**src/rtl/mac_tx_fcs_inserter.sv**
```systemverilog
// rtl/mac_tx_fcs_inserter.sv - TX framing stage: forwards payload, pads short frames, appends FCS
// Bytes go out combinationally in DATA; the CRC engine result is latched once per frame and sent LSB first.
module mac_tx_fcs_inserter #(
  parameter int         MIN_BYTES = 60,
  parameter logic [7:0] PAD_BYTE  = 8'h00,
  parameter int         CNT_W     = 16
) (
  input  logic        clk,
  input  logic        rst_n,
  input  logic        s_valid,
  output logic        s_ready,
  input  logic [7:0]  s_data,
  input  logic        s_last,
  output logic        m_valid,
  input  logic        m_ready,
  output logic [7:0]  m_data,
  output logic        m_last,
  output logic        crc_sof,
  output logic        crc_valid,
  output logic [7:0]  crc_data,
  output logic        crc_last,
  input  logic [31:0] crc_in,
  input  logic        crc_done
);

  typedef enum logic [1:0] {DATA, PAD, WAIT_CRC, FCS} state_t;

  localparam logic [CNT_W-1:0] MIN_CNT = CNT_W'(MIN_BYTES);

  state_t           state_q, state_d;
  logic [CNT_W-1:0] cnt_q, cnt_d;
  logic [CNT_W-1:0] cnt_inc;
  logic [1:0]       fcs_idx_q, fcs_idx_d;
  logic [31:0]      fcs_q, fcs_d;
  logic             run_q, run_d;
  logic             fire;
  logic             reach_min;

  assign run_d = 1'b1;

  // cnt saturates at MIN_CNT, so cnt+1 never wraps in the comparison below
  assign cnt_inc   = (cnt_q < MIN_CNT) ? cnt_q + 1'b1 : cnt_q;
  assign reach_min = (cnt_q + 1'b1) >= MIN_CNT;
  assign crc_data  = m_data;

  always_comb begin
    state_d   = state_q;
    cnt_d     = cnt_q;
    fcs_idx_d = fcs_idx_q;
    fcs_d     = fcs_q;
    s_ready   = 1'b0;
    m_valid   = 1'b0;
    m_data    = s_data;
    m_last    = 1'b0;
    crc_valid = 1'b0;
    crc_sof   = 1'b0;
    crc_last  = 1'b0;
    fire      = 1'b0;
    case (state_q)
      DATA: begin
        m_valid = run_q & s_valid;
        s_ready = run_q & m_ready;
        fire    = m_valid & m_ready;
        if (fire) begin
          crc_valid = 1'b1;
          crc_sof   = (cnt_q == '0);
          cnt_d     = cnt_inc;
          if (s_last) begin
            if (reach_min) begin
              crc_last = 1'b1;
              state_d  = WAIT_CRC;
            end else begin
              state_d  = PAD;
            end
          end
        end
      end
      PAD: begin
        m_valid = run_q;
        m_data  = PAD_BYTE;
        fire    = m_valid & m_ready;
        if (fire) begin
          crc_valid = 1'b1;
          cnt_d     = cnt_inc;
          if (reach_min) begin
            crc_last = 1'b1;
            state_d  = WAIT_CRC;
          end
        end
      end
      WAIT_CRC: begin
        if (crc_done) begin
          fcs_d     = crc_in;
          fcs_idx_d = 2'd0;
          state_d   = FCS;
        end
      end
      FCS: begin
        m_valid = run_q;
        m_data  = fcs_q[{fcs_idx_q, 3'b000} +: 8];
        m_last  = (fcs_idx_q == 2'd3);
        fire    = m_valid & m_ready;
        if (fire) begin
          fcs_idx_d = fcs_idx_q + 2'd1;
          if (m_last) begin
            cnt_d   = '0;
            state_d = DATA;
          end
        end
      end
      default: state_d = DATA;
    endcase
  end

  always_ff @(posedge clk or negedge rst_n) begin
    if (!rst_n) begin
      state_q   <= DATA;
      cnt_q     <= '0;
      fcs_idx_q <= 2'd0;
      fcs_q     <= 32'h0;
      run_q     <= 1'b0;
    end else begin
      state_q   <= state_d;
      cnt_q     <= cnt_d;
      fcs_idx_q <= fcs_idx_d;
      fcs_q     <= fcs_d;
      run_q     <= run_d;
    end
  end

endmodule
```
**config.mk**
```make
export PLATFORM = sky130hd
export DESIGN_NAME = mac_tx_fcs_inserter
export DESIGN_NICKNAME = d
export VERILOG_FILES = /design/src/rtl/mac_tx_fcs_inserter.sv
export SDC_FILE = /design/constraint.sdc
export NUM_CORES = 1
export LEC_CHECK = 0
export BUFFER_PORTS_ARGS = -buffer_cell sky130_fd_sc_hd__buf_2
export CORE_AREA = 3 3 84 86
export DETAILED_ROUTE_END_ITERATION = 8
export DIE_AREA = 0 0 87 89
export PLACE_DENSITY_LB_ADDON = 0.12
export SYNTH_ARGS = -nofsm -noshare
export SYNTH_HDL_FRONTEND = slang
export SYNTH_SLANG_ARGS = --single-unit
```
**constraint.sdc**
```tcl
create_clock -name clk -period 2.45 [get_ports clk]
set_input_delay 0.735 -clock clk [delete_from_list [all_inputs] [get_ports clk]]
set_output_delay 0.735 -clock clk [all_outputs]
set_load 0.005 [all_outputs]
```
==> out/results.tsv, run 1 <==
stage	metric	value	unit
run_status	run status	finished with violations	
run_status	failing checks	negative setup slack	
grt	gr busiest metal	met2	
sta	fin crit period	2.73	ns
critical_path	Crit Path Class	reg -> out	
sta	final worst path period share	112	%
pwr	Sw Ratio	37.0	%
layout	Layout fillers	526	
cts	CTS tree	built	
pwr	P_sw	1.61	mW
sta	Highest Clock Rate	366	MHz
drt	final WL	7530	µm
logic_synthesis	most common library cells after synthesis	dfrtp_1 (53), mux2_2 (32), o21ai_0 (25), nand2_1 (23), nor2_1 (17)	
grt	grt total ovfl	0	
logic_synthesis	sequential share of the synthesized area	41.7	%
placed_design	DP HPWL	5500	µm
sta	final clock skew	0.00564	ns
logic_synthesis	ys async rst share	100	%
sta	Slew Viols, Final	0	
layout	Layout area overhead	26.7	%
critical_path	Required @ worst endpoint	1.71	ns
pwr	clock share of power	13.9	%
sta	final setup vio count	3	
cts	Clock transition at path regs	0.10	ns
die	io pins	68	
critical_path	Critical Path Fanout Max	5	
grt	global-route wire length before repair	12100	µm
grt	grt met1 use	24.2	%
pwr	leakage power	1.82	nW
sta	RSZ-0062 raised after global routing	true	
logic_synthesis	Netlist cell types	52	
logic_synthesis	Synth area leaders	dfrtp_1 (42%), mux2_2 (11%), mux4_2 (5.7%), o21ai_0 (3.9%), buf_4 (2.8%)	
die	CORE AREA	6350	µm²
drt	routed vias	2630	
logic_synthesis	Net Count, Synth	359	
logic_synthesis	Synth top area share	41.7	%
pwr	sequential power share	34.1	%
drt	Vias/cell	5.58	
sta	post-route setup slack	-0.283	ns
cts	CTS Sinks	53	
cts	CTS buffer count	5	
logic_synthesis	Cell Area, Synth	3180	µm²
sta	Fin. Hold Viols	0	
critical_path	slowest stage delay, CP	0.41	ns
cts	root buffer cell	clkbuf_8	
placed_design	Port Buffers	67	
logic_synthesis	most common cell in the synthesized netlist	dfrtp_1	
grt	Tot GR Track Use	19.8	%
layout	# nets final	446	
run	MaxCap Viol Count	0	
cts	CTS H-Tree Depth	2	
cts	Post-CTS Hold Buffers	0	
logic_synthesis	Syn. warnings	0	
logic_synthesis	area leader, netlist	dfrtp_1	
grt	met3 Resource Use GR	3.96	%
min_path	worst min path class	in -> async	
cts	Max Root-Sink Buffers	2	
pwr	VDD IR max	659	µV
critical_path	slowest CP cell	dfrtp_1	
layout	proportion of layout cells with a drive suffix above 1	49.2	%
placed_design	placed instance area	3720	µm²
die	die height	89	µm
die	Die Width	87	µm
placed_design	RePlAce Congestion	0.817	
critical_path	critical path endpoint category	primary output	
critical_path	crit path DAT	2.00	ns
critical_path	crit path launch type	register	
pwr	Pwr per Cell Area	1080	nW/µm²
placed_design	Place WS	-0.0498	ns
die	Initial Utilization	50.1	%
logic_synthesis	number of enable flip-flop cells after synthesis	0	
pwr	total power	4.34	mW
logic_synthesis	Avg Inst Size Synth	10.4	µm²
drt	Post-DRT Antenna Nets	0	
logic_synthesis	Yosys reg bits	53	
grt	vias in the first global route	2594	
logic_synthesis	Primary FF master, synth	dfrtp_1	
die	row count	29	
die	die area	7740	µm²
logic_synthesis	Mapped Cells	306	
drt	Pre-antenna DRT Iters	7	
layout	n_diodes	0	
critical_path	CP most frequent cell	nor3_2	
grt	met2 Use GR	35.1	%
drt	drt drc	0	
grt	initial antenna violation count	0	
cts	Skew-Pair Late Insertion Delay	0.31	ns
drt	initial DRC count	139	
critical_path	cell chain of the critical path	ha_2 > buf_6 > nand3_4 > nor3_2 > or3_1 > a22o_1 > nor2_2 > nor3_2 > buf_2	
drt	drt wl/cell	16.0	µm
pwr	Gate power share	52.0	%
pwr	internal power	2.73	mW
layout	fin area	4030	µm²
grt	pin count of the biggest net entering global routing	54	
-- metrics by stage --
| stage | utilization [%] | cells | TNS [ns] | hold slack [ns] |
|---|---|---|---|---|
| after floorplan | - | 306 | 0 | 0.439 |
| after global placement | 58.6 | 455 | -0.00257 | 0.483 |
| after detailed placement | 58.6 | 455 | -0.0498 | 0.491 |
| after CTS | 61.9 | 467 | -0.461 | 0.404 |
| after global routing | 63.5 | 471 | -0.916 | 0.419 |
| final | 63.5 | 471 | -0.326 | 0.392 |
-- sequential cells by signal (all words and copies together) (netlist names) --
signal and count:
run_q 1, fcs_idx_q 2, state_q 2, fcs_q 32
cnt_q 16
-- per-layer routing --
| layer | vias up | part of all wire (%) |
|---|---|---|
| li1 | 1275 | - |
| met1 | 1274 | 41 |
| met2 | 68 | 53 |
| met3 | 13 | 4.9 |
| met4 | 0 | 1.8 |
| met5 | - | 0 |
-- path summary, 6_finish.rpt --
path                           start            to  slack, ns  depth (start not counted)
hold reg to reg            fcs_q[26]     fcs_q[26]       0.51                          1
min in group clk           fcs_q[26]     fcs_q[26]       0.51                          1
max in group asynchronous      rst_n  fcs_idx_q[1]       1.80                          2
setup / recovery            cnt_q[1]      crc_last      -0.28                          9
hold / removal                 rst_n     cnt_q[12]       0.39                          2
setup reg to reg            cnt_q[8]      cnt_q[9]       0.23                          9
-- cell families (layout without fill, tap and decap cells) --
logic type	after synthesis	after routing	synth area share (%)
simple gates	97	97	17.2
flops	53	53	41.7
other cells	1	1	0.118
compound gates	64	64	13.4
mux	40	40	17.0
fa+ha+maj	7	7	2.75
xor+xnor	4	4	1.10
buf+inv	40	128	6.80
-- layout by cell type (no fill, tap or decap), drive strengths merged, types with 5 or more instances in the layout --
cell    count
nor3        5
a21oi       6
nand3      12
and3        5
inv        11
nand2b     10
a22o        6
o21ai      31
ha          7
nand4       5
mux2       32
nand2      25
dfrtp      53
nor2       17
mux4        8
clkbuf      7
buf       108
o31ai       8
-- critical path: cells and delay by family (launching register included) --
kind	cells	cell delay, ns
buffers and inverters	2	0.25
and+or+nand+nor	5	0.61
AOI/OAI and AO/OA	1	0.22
adders and majority gates	1	0.20
DFF	1	0.41
-- area by class of cell --
cell class / count / area [µm²] / share of cell area, %
clock buffer: 6 / 72.6 / 1.80
clock inverter: 2 / 38.8 / 0.962
inverter: 11 / 41.3 / 1.02
multi-input combinational: 213 / 1740 / 43.2
sequential: 53 / 1340 / 33.1
tap: 77 / 96.3 / 2.39
timing repair buffer: 109 / 704 / 17.5
-- power groups by stage --
stage                     registers, mW  logic (mW)  clock network, mW
after floorplan                    1.37        1.60                  0
after global placement             1.45        2.06                  0
after detailed placement           1.48        2.10                  0
after CTS                          1.48        2.19              0.621
after global routing               1.52        2.50              0.656
final                              1.48        2.26              0.604
-- repair_timing --
item / 4_1_cts / 5_1_grt
setup buffers: 3 / 4
pin swaps: 4 / 11
hold endpoints to repair: 0 / 0
resized for setup: 18 / 22
cloned: 1 / 0
endpoints found under the setup margin: 19 / 18
(Power assumes the default switching activity.)
==> inputs of run 2 (changes only) <==
--- a/config.mk
+++ b/config.mk
@@ -9,6 +9,7 @@
 export CORE_AREA = 3 3 84 86
 export DETAILED_ROUTE_END_ITERATION = 8
 export DIE_AREA = 0 0 87 89
+export MAX_ROUTING_LAYER = met4
 export PLACE_DENSITY_LB_ADDON = 0.12
 export SYNTH_ARGS = -nofsm -noshare
 export SYNTH_HDL_FRONTEND = slang
==> run 2 against run 1 <==
The flow still finishes with violations (negative setup slack). Clock power hardly changed. Maximum frequency down 0.14%. Die area unchanged. Largest cell class unchanged. Power barely moved.
==> out/results.tsv, run 2 (synthesized netlist as in run 1, its figures left out) <==
stage	metric	value	unit
layout	sequential cell area	1340	µm²
placed_design	placed cells	455	
sta	final worst path period share	112	%
die	Die Width	87	µm
pwr	Pwr per Cell Area	1080	nW/µm²
die	io pins	68	
die	die area	7740	µm²
cts	Post-CTS Hold Buffers	0	
grt	vias in the first global route	2596	
sta	Highest Clock Rate	365	MHz
layout	most frequent cells in the layout	buf_2 (67), dfrtp_1 (45), buf_4 (36), mux2_2 (32), nand2_1 (21)	
sta	Fin. Hold Viols	0	
layout	largest reg by FF count	fcs_q	
cts	Skew-Pair Late Insertion Delay	0.31	ns
layout	# nets final	446	
critical_path	critical path endpoint category	primary output	
sta	RSZ-0062 raised after global routing	true	
critical_path	Critical Path Fanout Max	5	
layout	fin area	4030	µm²
drt	routed vias	2634	
min_path	worst min path class	in -> async	
pwr	VDD IR max	659	µV
sta	final clock skew	0.00845	ns
die	row count	29	
layout	final non-filler cell total	471	
critical_path	crit path DAT	2.00	ns
grt	Tot GR Track Use	20.4	%
die	Initial Utilization	50.1	%
drt	drt wl/cell	16.0	µm
critical_path	minimum setup slack among reg-to-reg paths	0.23	ns
drt	Post-DRT Antenna Nets	0	
grt	global-route wire length before repair	12100	µm
layout	max reg flops	32	
run_status	run status	finished with violations	
critical_path	worst-case reg-to-reg path depth	9	
run_status	failing checks	negative setup slack	
run	MaxCap Viol Count	0	
placed_design	Place WS	-0.0498	ns
cts	Max Root-Sink Buffers	2	
critical_path	Crit Path Class	reg -> out	
drt	initial DRC count	144	
layout	area of the multi-input gates	1740	µm²
cts	CTS tree	built	
drt	final WL	7520	µm
grt	pin count of the biggest net entering global routing	54	
critical_path	R2R Path End	cnt_q[9]	
layout	Layout fillers	526	
sta	fin crit period	2.74	ns
critical_path	start of the worst register-to-register path	cnt_q[8]	
cts	root buffer cell	clkbuf_8	
critical_path	crit path launch type	register	
sta	Slew Viols, Final	0	
placed_design	Port Buffers	67	
grt	grt total ovfl	0	
layout	Layout area overhead	26.7	%
drt	drt drc	0	
cts	CTS Sinks	53	
sta	final setup vio count	4	
layout	commonest non-fill, non-tap cell in the layout	buf_2	
layout	n_diodes	0	
drt	Vias/cell	5.59	
layout	biggest registers after layout	fcs_q (32), cnt_q (16)	
placed_design	placed instance area	3720	µm²
placed_design	RePlAce Congestion	0.830	
cts	Clock transition at path regs	0.10	ns
die	die height	89	µm
die	CORE AREA	6350	µm²
placed_design	DP HPWL	5500	µm
layout	proportion of layout cells with a drive suffix above 1	49.2	%
cts	CTS H-Tree Depth	2	
pwr	leakage power	1.82	nW
drt	Pre-antenna DRT Iters	6	
cts	CTS buffer count	5	
sta	post-route setup slack	-0.287	ns
grt	initial antenna violation count	0	
critical_path	Required @ worst endpoint	1.71	ns
## run 2: cell counts in the layout (fill, tap and decap cells not counted)
Identical to the previous run, type by type.
## run 2: how the worst max path moves through the flow
stage          slack [ns]  cells past startpoint        to     start
6_report            -0.29                      9  crc_last  cnt_q[1]
5_1_grt             -0.38                      9  crc_last  cnt_q[1]
4_1_cts             -0.30                      8  crc_last  cnt_q[0]
3_5_place_dp        -0.05                      8  crc_last  cnt_q[0]
3_3_place_gp       -0.003                      8  crc_last  cnt_q[0]
2_1_floorplan       0.006                      7  crc_last  cnt_q[0]
## run 2: routing by layer
layer  routed length [µm]  GRT usage [%]  vias up  share of wire, %
li1                     -              -     1276                 -
met1                 3040           24.4     1271                40
met2                 3970           35.1       74                53
met3                  368           3.78       13               4.9
met4                  138           6.52        0               1.8
met5                    0              -        -                 0
## run 2: cell type report
| type | instances | share of cell area [%] |
|---|---|---|
| repair buffers | 109 | 17.5 |
| clock buffers | 6 | 1.80 |
| clock inverters | 2 | 0.962 |
| multi-input cells | 213 | 43.2 |
| inverters | 11 | 1.02 |
| flip-flops and latches | 53 | 33.1 |
| well taps | 77 | 2.39 |
## run 2: power by group
| part | internal [mW] | switching (mW) |
|---|---|---|
| logic | 1.20 | 1.05 |
| registers | 1.22 | 0.255 |
| clock network | 0.307 | 0.300 |
## run 2: what timing repair did
action,CTS,global route
buffers inserted,3,4
endpoints found under the setup margin,19,18
resized for setup,18,22
pin swaps,4,11
gates cloned,1,0
endpoints found under the hold margin,0,0
## run 2: metrics by stage
stage	setup TNS [ns]	utilization [%]	hold slack [ns]	total power [mW]
after floorplan	0	-	0.439	2.97
after global placement	-0.00257	58.6	0.483	3.51
after detailed placement	-0.0498	58.6	0.491	3.57
after CTS	-0.461	61.9	0.404	4.29
after global routing	-0.916	63.5	0.419	4.68
final	-0.342	63.5	0.389	4.34
## run 2: worst max-delay path: stages (launching register included)
cell and delay, ns:
dfrtp_1 0.41, ha_2 0.20, buf_6 0.13, nand3_4 0.08
nor3_2 0.06, or3_1 0.30, a22o_1 0.22, nor2_2 0.13
nor3_2 0.04, buf_2 0.12
